==> config.mk <==
export PLATFORM = sky130hd
export DESIGN_NAME = capture_ctrl
export DESIGN_NICKNAME = d
export VERILOG_FILES = /design/src/rtl/capture_pkg.sv /design/src/rtl/cap_decimator.sv /design/src/rtl/capture_ctrl.sv
export SDC_FILE = /design/constraint.sdc
export NUM_CORES = 1
export LEC_CHECK = 0
export ABC_AREA = 1
export BUFFER_PORTS_ARGS = -buffer_cell sky130_fd_sc_hd__buf_2
export CAP_MARGIN = 20
export CORE_MARGIN = 1
export CORE_UTILIZATION = 60
export CTS_CLUSTER_SIZE = 12
export DETAILED_ROUTE_END_ITERATION = 10
export PLACE_DENSITY = 0.84
export SKIP_CTS_REPAIR_TIMING = 1
export SYNTH_ARGS = -nofsm -noshare
export SYNTH_HDL_FRONTEND = slang
export SYNTH_SLANG_ARGS = --single-unit
==> constraint.sdc <==
create_clock -name clk -period 3.3 [get_ports clk]
set_clock_uncertainty 0.15 [all_clocks]
set_input_delay 0.495 -clock clk [delete_from_list [all_inputs] [get_ports clk]]
set_output_delay 0.495 -clock clk [all_outputs]
set_load 0.01 [all_outputs]
==> src/rtl/capture_pkg.sv <==
// rtl/capture_pkg.sv - shared types, constants and helpers for the capture/dump controller
package capture_pkg;

  typedef enum logic [2:0] {
    IDLE,
    CAP_PRE,
    CAP_ARM,
    CAP_POST,
    DUMP_RD,
    DUMP_VLD
  } cap_state_t;

  localparam logic [1:0] TRIG_OFF  = 2'b00;
  localparam logic [1:0] TRIG_NORM = 2'b01;
  localparam logic [1:0] TRIG_AUTO = 2'b10;

  // largest decimation exponent the decimator counter can express
  localparam int MAX_DEC_PWR = 15;

  // a zero post-trigger count still keeps the trigger sample itself
  function automatic logic [31:0] clamp_trig_pos(input logic [31:0] tp);
    return (tp == 32'd0) ? 32'd1 : tp;
  endfunction

endpackage

==> src/rtl/cap_decimator.sv <==
// rtl/cap_decimator.sv - sample-strobe decimator producing the kept-sample qualifier
module cap_decimator
  import capture_pkg::*;
#(
  parameter int DEC_W = 4
) (
  input  logic             clk,
  input  logic             rst_n,
  input  logic             smpl_en,
  input  logic [DEC_W-1:0] dec_pwr,
  input  logic             clr,
  output logic             keep
);

  logic [MAX_DEC_PWR-1:0] cnt;
  logic [MAX_DEC_PWR-1:0] lim;
  logic [31:0]            pwr_ext;

  // terminal count is 2**dec_pwr - 1, with the exponent clamped to what the counter holds
  always_comb begin
    pwr_ext = 32'(dec_pwr);
    if (pwr_ext > 32'(MAX_DEC_PWR)) begin
      pwr_ext = 32'(MAX_DEC_PWR);
    end
    lim = MAX_DEC_PWR'((32'd1 << pwr_ext) - 32'd1);
  end

  assign keep = smpl_en && (cnt == lim);

  // strobe counter: restarts on capture entry and after every kept sample
  always_ff @(posedge clk or negedge rst_n) begin
    if (!rst_n) begin
      cnt <= '0;
    end else if (clr) begin
      cnt <= '0;
    end else if (smpl_en) begin
      cnt <= keep ? '0 : cnt + MAX_DEC_PWR'(1);
    end
  end

endmodule

==> src/rtl/capture_ctrl.sv <==
// rtl/capture_ctrl.sv - circular-buffer capture and chronological dump controller for trace RAMs
module capture_ctrl
  import capture_pkg::*;
#(
  parameter  int ADDR_W = 9,
  parameter  int DEC_W  = 4,
  parameter  int NUM_CH = 3,
  localparam int CH_W   = (NUM_CH > 2) ? $clog2(NUM_CH) : 1
) (
  input  logic              clk,
  input  logic              rst_n,
  input  logic              smpl_en,
  input  logic              trigger,
  input  logic [1:0]        trig_type,
  input  logic [ADDR_W-1:0] trig_pos,
  input  logic [DEC_W-1:0]  dec_pwr,
  input  logic              capture_done,
  input  logic              abort,
  input  logic              start_dump,
  input  logic [CH_W-1:0]   dump_ch,
  input  logic              dump_rdy,
  output logic              en,
  output logic              we,
  output logic [ADDR_W-1:0] addr,
  output logic [CH_W-1:0]   ch_sel,
  output logic [ADDR_W-1:0] trace_end,
  output logic              armed,
  output logic              set_capture_done,
  output logic              dump_vld,
  output logic              dump_finished
);

  cap_state_t        state, state_nxt;
  logic [ADDR_W-1:0] wr_ptr, rd_ptr, pre_cnt, post_cnt, tp_eff;
  logic [1:0]        trig_type_q;
  logic [DEC_W-1:0]  dec_pwr_q;
  logic              keep, in_cap, in_dump, wr, fire, post_dec;
  logic              pre_done, post_done, cap_start, dump_start, hs, last_hs;

  cap_decimator #(.DEC_W(DEC_W)) u_dec (
    .clk     (clk),
    .rst_n   (rst_n),
    .smpl_en (smpl_en),
    .dec_pwr (dec_pwr_q),
    .clr     (cap_start),
    .keep    (keep)
  );

  // event decode shared by the FSM, outputs and datapath; abort masks every event
  always_comb begin
    tp_eff     = ADDR_W'(clamp_trig_pos(32'(trig_pos)));
    in_cap     = (state == CAP_PRE) || (state == CAP_ARM) || (state == CAP_POST);
    in_dump    = (state == DUMP_RD) || (state == DUMP_VLD);
    wr         = in_cap && keep && !abort;
    dump_start = (state == IDLE) && !abort && start_dump;
    cap_start  = (state == IDLE) && !abort && !start_dump && !capture_done
                 && (trig_type != TRIG_OFF);
    fire       = (state == CAP_ARM) && wr
                 && (((trig_type_q == TRIG_NORM) && trigger) || ((trig_type_q & TRIG_AUTO) != 2'b00));
    post_dec   = fire || ((state == CAP_POST) && wr);
    post_done  = post_dec && (post_cnt == ADDR_W'(1));
    pre_done   = (state == CAP_PRE) && wr && (pre_cnt == ADDR_W'(1));
    hs         = (state == DUMP_VLD) && dump_rdy && !abort;
    last_hs    = hs && (rd_ptr == trace_end);
  end

  // state register
  always_ff @(posedge clk or negedge rst_n) begin
    if (!rst_n) begin
      state <= IDLE;
    end else begin
      state <= state_nxt;
    end
  end

  // next-state logic; a single-sample post window completes on the trigger write itself
  always_comb begin
    state_nxt = state;
    if (abort) begin
      state_nxt = IDLE;
    end else begin
      case (state)
        IDLE: begin
          if (dump_start)     state_nxt = DUMP_RD;
          else if (cap_start) state_nxt = CAP_PRE;
        end
        CAP_PRE:  if (pre_done) state_nxt = CAP_ARM;
        CAP_ARM: begin
          if (post_done) state_nxt = IDLE;
          else if (fire) state_nxt = CAP_POST;
        end
        CAP_POST: if (post_done) state_nxt = IDLE;
        DUMP_RD:  state_nxt = DUMP_VLD;
        DUMP_VLD: begin
          if (last_hs) state_nxt = IDLE;
          else if (hs) state_nxt = DUMP_RD;
        end
        default:  state_nxt = IDLE;
      endcase
    end
  end

  // RAM strobes and handshake outputs, all combinational so writes land in the strobe cycle
  always_comb begin
    en               = wr || in_dump;
    we               = wr;
    addr             = in_dump ? rd_ptr : wr_ptr;
    dump_vld         = (state == DUMP_VLD);
    set_capture_done = post_done;
    dump_finished    = last_hs;
  end

  // capture datapath: write pointer, newest-sample address and pre/post counters
  always_ff @(posedge clk or negedge rst_n) begin
    if (!rst_n) begin
      wr_ptr      <= '0;
      trace_end   <= '0;
      pre_cnt     <= '0;
      post_cnt    <= '0;
      trig_type_q <= '0;
      dec_pwr_q   <= '0;
    end else begin
      if (wr) begin
        wr_ptr    <= wr_ptr + ADDR_W'(1);
        trace_end <= wr_ptr;
      end
      if ((state == CAP_PRE) && wr) begin
        pre_cnt <= pre_cnt - ADDR_W'(1);
      end
      if (post_dec) begin
        post_cnt <= post_cnt - ADDR_W'(1);
      end
      if (cap_start) begin
        pre_cnt     <= '0 - tp_eff;
        post_cnt    <= tp_eff;
        trig_type_q <= trig_type;
        dec_pwr_q   <= dec_pwr;
      end
    end
  end

  // dump datapath: read pointer starts just past the newest sample so data comes out oldest first
  always_ff @(posedge clk or negedge rst_n) begin
    if (!rst_n) begin
      rd_ptr <= '0;
      ch_sel <= '0;
    end else begin
      if (dump_start) begin
        rd_ptr <= trace_end + ADDR_W'(1);
        ch_sel <= (32'(dump_ch) >= 32'(NUM_CH)) ? '0 : dump_ch;
      end
      if (hs && !last_hs) begin
        rd_ptr <= rd_ptr + ADDR_W'(1);
      end
    end
  end

  // armed flag: set by the last pre-trigger write, held through the post window
  always_ff @(posedge clk or negedge rst_n) begin
    if (!rst_n) begin
      armed <= 1'b0;
    end else if (abort || post_done) begin
      armed <= 1'b0;
    end else if (pre_done) begin
      armed <= 1'b1;
    end
  end

endmodule

==> results of run 1 <==
## cell type report
cell class	instances	area, µm²	share of cell area [%]
Clock buffer	10	128	2.22
Clock inverter	6	92.6	1.61
Inverter	97	369	6.42
Multi-Input combinational cell	542	2810	48.9
Sequential cell	72	1810	31.4
Tap cell	105	131	2.28
Timing Repair Buffer	69	412	7.16
## power groups by stage
| stage | clock network [mW] | registers, mW | logic [mW] |
|---|---|---|---|
| after floorplan | 0 | 1.28 | 1.41 |
| after global placement | 0 | 1.34 | 1.71 |
| after detailed placement | 0 | 1.36 | 1.75 |
| after CTS | 0.800 | 1.34 | 1.77 |
| after global routing | 0.845 | 1.39 | 2.18 |
| final | 0.789 | 1.36 | 1.93 |
## per-layer routing
layer	vias to the layer above	global-route usage [%]	share of wire, %
met5	-	0	0
met4	0	11.2	2.2
met3	29	5.93	6.2
met2	180	53.2	50
met1	2369	39.1	41
li1	2467	-	-
## kinds of logic after synthesis
| group | after synthesis |
|---|---|
| flip-flops | 72 |
| XOR/XNOR | 41 |
| AO/OA/AOI/OAI | 103 |
| AND/OR/NAND/NOR | 389 |
| adder cells (fa/ha/maj) | 9 |
| buffers and inverters | 113 |
## per-stage QoR
stage / hold slack, ns / TNS, ns
final: 0.0334 / -0.0511
after global routing: 0.0938 / -0.292
after CTS: 0.0626 / -0.469
after detailed placement: 0.311 / 0
after global placement: 0.308 / 0
after floorplan: 0.0494 / 0
## worst max-delay path, cell delays in order, from the launching register on
cell	delay (ns)
dfrtp_2	0.44
inv_2	0.09
nand2_2	0.08
nor2_4	0.09
nand2_2	0.08
ha_4	0.28
nor2_2	0.03
nor2_1	0.09
nand2_1	0.07
nor2_2	0.10
nand2_1	0.06
nor2_1	0.09
nand2_1	0.09
nor2_4	0.13
nand2_2	0.08
nor2_2	0.13
nand4_1	0.16
inv_1	0.12
buf_6	0.11
## synthesized netlist by cell type, types with 4 or more instances
library cell | number | area [µm²]
o21ai_1 | 5 | 25.0
nand2_1 | 214 | 803
nor2_1 | 63 | 236
xor2_1 | 35 | 307
buf_6 | 4 | 45.0
clkbuf_1 | 8 | 30.0
nor3_1 | 20 | 100
a21oi_1 | 10 | 50.1
inv_2 | 4 | 15.0
inv_1 | 91 | 342
a31oi_1 | 4 | 25.0
nor2_2 | 8 | 50.1
nand3_1 | 47 | 235
o21ai_0 | 65 | 325
nand4_1 | 14 | 87.6
xnor2_1 | 6 | 52.6
ha_1 | 9 | 113
dfrtp_1 | 72 | 1800
o22ai_1 | 10 | 62.6
## registers in the layout (all words and copies together) (netlist names), 3 cells and up
| signal | flops |
|---|---|
| dec_pwr_q | 4 |
| post_cnt | 9 |
| pre_cnt | 9 |
| rd_ptr | 9 |
| state | 3 |
| trace_end | 9 |
| u_dec.cnt | 15 |
| wr_ptr | 9 |
## placed cells by master, fill, tap and decap left out, types with 10 or more instances in the layout
master / netlist / layout
nand2_1: 214 / 211
inv_1: 91 / 90
dfrtp_1: 72 / 68
o21ai_0: 65 / 65
nor2_1: 63 / 59
buf_2: 1 / 49
nand3_1: 47 / 47
xor2_1: 35 / 35
nor3_1: 20 / 20
buf_4: 2 / 18
nand4_1: 14 / 14
a21oi_1: 10 / 10
o22ai_1: 10 / 10
## worst max path at each step
stage            startpoint               end  cells after the start
6_report       dec_pwr_q[2]  set_capture_done                     18
4_1_cts        dec_pwr_q[3]  set_capture_done                     18
3_5_place_dp   dec_pwr_q[3]                we                     16
5_1_grt        dec_pwr_q[2]  set_capture_done                     18
2_1_floorplan  dec_pwr_q[3]                en                     17
3_3_place_gp   dec_pwr_q[3]                we                     16
==> flow_summary.json, run 1 <==
{
  "status": "complete, but fails checks",
  "violations": "setup timing",
  "ant_nets": 0,
  "nFillCells": 713,
  "switching_share_pct": 44.9,
  "wl_um": 12800,
  "dp_worst_setup_slack_ns": 0.209,
  "grt_pass1_wl_um": 21200,
  "drc": 0,
  "cts_tree": "yes",
  "ys_seq_area_share_pct": 35.8,
  "core-area_um2": 8180,
  "power_frac_seq_pct": 33.3,
  "syn_nets": 761,
  "drive_above_1_share_pct": 16.1,
  "gp_congestion": 0.970,
  "grt_start_max_net_pins": 44,
  "cp-end-kind": "output port",
  "num-nets-final": 825,
  "synthSimpleGateAreaFrac_pct": 34.4,
  "routed_via_density": 5.60,
  "report.final.slew_viol_count": 0,
  "relSlewSlack_pct": 51.6,
  "grt_antenna_before_repair": 0,
  "rr_worst_depth": 16,
  "die_x_um": 93.6,
  "clock-sinks": 72,
  "max_freq_ghz": 0.298,
  "power-per-cell-area_nw_per_um2": 710,
  "muxShareOfSynthArea_pct": 0,
  "clkLatencyLatePin_ns": 0.36,
  "area_delta_synth_final_pct": 14.2,
  "max_cap_viol_count": 0,
  "cts_max_level": 3,
  "hold_path.class": "in2async",
  "post-route-worst-setup-slack_ns": -0.0511,
  "grt_pass1_vias": 4648,
  "grt_usage_pct": 31.1,
  "criticalPathCategory": "reg2out",
  "dieArea_um2": 8760,
  "num_antenna_cells": 0,
  "initial_core_util_pct": 61.6,
  "clkPwrFrac_pct": 19.3,
  "r2r-start": "dec_pwr_q[2]",
  "leakage_nw": 2.95,
  "yosys.area_share.xor_xnor_pct": 7.13,
  "p_comb_share_pct": 47.4,
  "ys.flop_type": "dfrtp_1",
  "r2r-end": "wr_ptr[5]",
  "io_pins": 51,
  "rrSetupSlack_ns": 0.44,
  "placed_cells": 873,
  "synth_top_family_by_area": "simple AND/OR/NAND/NOR gates",
  "min_period_over_period_pct": 102,
  "synth-compound-area-share_pct": 11.2,
  "root_buffer": "clkbuf_8",
  "ir_drop_mv": 0.416,
  "synth-seq-cells": 72,
  "syn_area_per_cell_um2": 6.92,
  "fin_area_um2": 5750,
  "synth_enable_flop_cells": 0,
  "wl_per_cell_um": 14.2,
  "ys_types": 44,
  "p_int_mw": 2.25,
  "portBuffers": 50,
  "cp_max_fo": 4,
  "critPathLaunchType": "flop",
  "worstMarginPinSlew_ns": 0.726,
  "synth_fa_ha_area_share_pct": 2.24,
  "finish.utilization_pct": 70.3,
  "die_y_um": 93.6,
  "syn_inst": 727,
  "syn_area_um2": 5030,
  "cts.clk_slew.worst_paths_ns": 0.08,
  "dr.pass1.iters": 5,
  "drt-initial-drc-count": 312,
  "hpwlAfterDp_um": 9590,
  "p_switching_mw": 1.83,
  "required_ns": 2.65,
  "hold_viol": 0,
  "rsz0062_at_grt": "true",
  "setup_violations": 1,
  "instances_no_fill": 901,
  "num_rows": 33,
  "grt_overflow_total": 0,
  "async_reset_ff_share_pct": 100,
  "fin_crit_ns": 3.35,
  "cts_buffer_depth": 2,
  "yosysWarnings": 0,
  "cp.arrival_ns": 2.71,
  "dpl_cell_area_um2": 5380,
  "cts_buffers": 9,
  "power_mw": 4.08,
  "vias": 5045
}
No activity file was read; power rests on OpenSTA's default activity.
==> run 2: changes to the inputs <==
- CORE_UTILIZATION: 60 -> 25
- GPL_TIMING_DRIVEN: not set -> 0
- PLACE_DENSITY: 0.84 -> 0.43
==> run 2 against run 1 <==
The flow still finishes with violations (setup timing). Die area is 140% higher. First-iteration DRC count shrank 35%. Largest cell class unchanged. Final cell count up 19%. Register-to-register slack worse by 0.14 ns.
==> flow_summary.json, run 2 (synthesis results as in run 1) <==
{
  "p_comb_share_pct": 47.2,
  "power_frac_seq_pct": 29.8,
  "min_period_over_period_pct": 105,
  "post-route-worst-setup-slack_ns": -0.171,
  "mostFrequentLayoutCells": "211 x nand2_1, 89 x inv_1, 72 x dfrtp_1",
  "setup_violations": 3,
  "io_pins": 51,
  "wl_met1_um": 7410,
  "drt-initial-drc-count": 202,
  "ant_nets": 0,
  "critPathLaunchType": "flop",
  "num_rows": 51,
  "core-area_um2": 19600,
  "final_common_cell": "nand2_1",
  "finish.utilization_pct": 31.8,
  "instances_no_fill": 1075,
  "rsz0062_at_grt": "true",
  "vias": 4843,
  "hpwlAfterDp_um": 11600,
  "required_ns": 2.65,
  "dieArea_um2": 20700,
  "hold_viol": 0,
  "cts.clk_slew.worst_paths_ns": 0.06,
  "clkPwrFrac_pct": 23.0,
  "cts_tree": "yes",
  "fin_area_um2": 6220,
  "max_freq_ghz": 0.288,
  "dr.pass1.iters": 5,
  "criticalPathCategory": "reg2out",
  "wl_met3_um": 651,
  "drc": 0,
  "placed_cells": 1043,
  "area_delta_synth_final_pct": 23.6,
  "grt_start_max_net_pins": 55,
  "cp.arrival_ns": 2.83,
  "initial_core_util_pct": 25.7,
  "top_layer": "met4",
  "cts_max_level": 3,
  "ir_drop_mv": 0.315,
  "gp_congestion": 0.816,
  "root_buffer": "clkbuf_16",
  "power_mw": 4.45,
  "grt_usage_pct": 15.6,
  "dpl_cell_area_um2": 5650,
  "grt_pass1_vias": 4657,
  "setup-tns-final_ns": -0.247,
  "max_cap_viol_count": 0,
  "status": "complete, but fails checks",
  "cts_buffer_depth": 2,
  "dp_worst_setup_slack_ns": -0.232,
  "worstMarginPinSlew_ns": 0.610,
  "clkLatencyLatePin_ns": 0.35,
  "grt_overflow_total": 0,
  "report.final.slew_viol_count": 0,
  "die_y_um": 144,
  "power-per-cell-area_nw_per_um2": 716,
  "cp_max_fo": 6,
  "clock-sinks": 72,
  "p_switching_mw": 1.94,
  "switching_share_pct": 43.5,
  "num-nets-final": 839,
  "whs_ns": 0.193,
  "largest_reg_flops": 15,
  "cp-end-kind": "output port",
  "leakage_nw": 3.06,
  "grt_pass1_wl_um": 24500,
  "relSlewSlack_pct": 59.3,
  "hold_path.class": "in2reg",
  "drive_above_1_share_pct": 16.5,
  "wl_um": 15200,
  "wl_per_cell_um": 14.1,
  "grt_antenna_before_repair": 0,
  "violations": "setup timing",
  "wl_met2_um": 6970,
  "portBuffers": 50,
  "cts_buffers": 9,
  "routed_via_density": 4.51,
  "p_int_mw": 2.52,
  "die_x_um": 144,
  "largest-register": "u_dec.cnt",
  "num_antenna_cells": 0,
  "fin_crit_ns": 3.47
}
## run 2: cell count changes in the layout (fill, tap and decap cells not counted), sizes merged
cell,delta
dlygate4sd3,+1
clkbuf,+7
bufinv,-1
clkinv,+3
buf,+6
inv,-2
## run 2: critical path, cell delays in order (launching register included)
cell,delay (ns)
dfrtp_1,0.40
buf_8,0.15
clkinv_8,0.06
nand2_8,0.05
nor2_4,0.11
nand2_2,0.07
ha_4,0.29
nor2_4,0.04
nor2_2,0.10
nand2_1,0.07
nor2_2,0.11
nand2_1,0.06
nor2_1,0.10
nand2_1,0.09
nor2_4,0.16
nand2_2,0.09
nor2_2,0.13
nand4_1,0.19
inv_2,0.11
buf_6,0.10
## run 2: path summary, 6_finish.rpt
check                             start          endpoint  slack (ns)  cells past startpoint
max                        dec_pwr_q[3]  set_capture_done       -0.17                     19
min                          dump_ch[0]         ch_sel[1]        0.19                      2
max reg2reg                dec_pwr_q[3]       post_cnt[2]        0.30                     18
min reg2reg                   wr_ptr[5]         wr_ptr[5]        0.32                      1
max in group asynchronous         rst_n       post_cnt[2]        1.99                      3
min in group asynchronous         rst_n      dec_pwr_q[2]        0.43                      2
## run 2: per-layer routing
metal	up-vias	track usage [%]
li1	2501	-
met1	2250	21.4
met2	84	24.7
met3	8	3.63
met4	0	3.19
met5	-	0
## run 2: layout make-up
cell class / instances / area (µm²)
tap: 265 / 332
buffer: 16 / 119
inverter: 97 / 385
timing repair buffer: 67 / 422
sequential: 72 / 1800
fill: 2174 / 13400
clock buffer: 10 / 239
clock inverter: 6 / 68.8
multi-input combinational: 542 / 2850
## run 2: power groups by stage
stage	Clock, mW	Combinational [mW]	Sequential, mW
global route	1.09	2.40	1.37
floorplan	0	1.41	1.28
detailed placement	0	1.85	1.33
finish	1.03	2.10	1.33
CTS	1.06	1.86	1.32
global placement	0	1.85	1.33
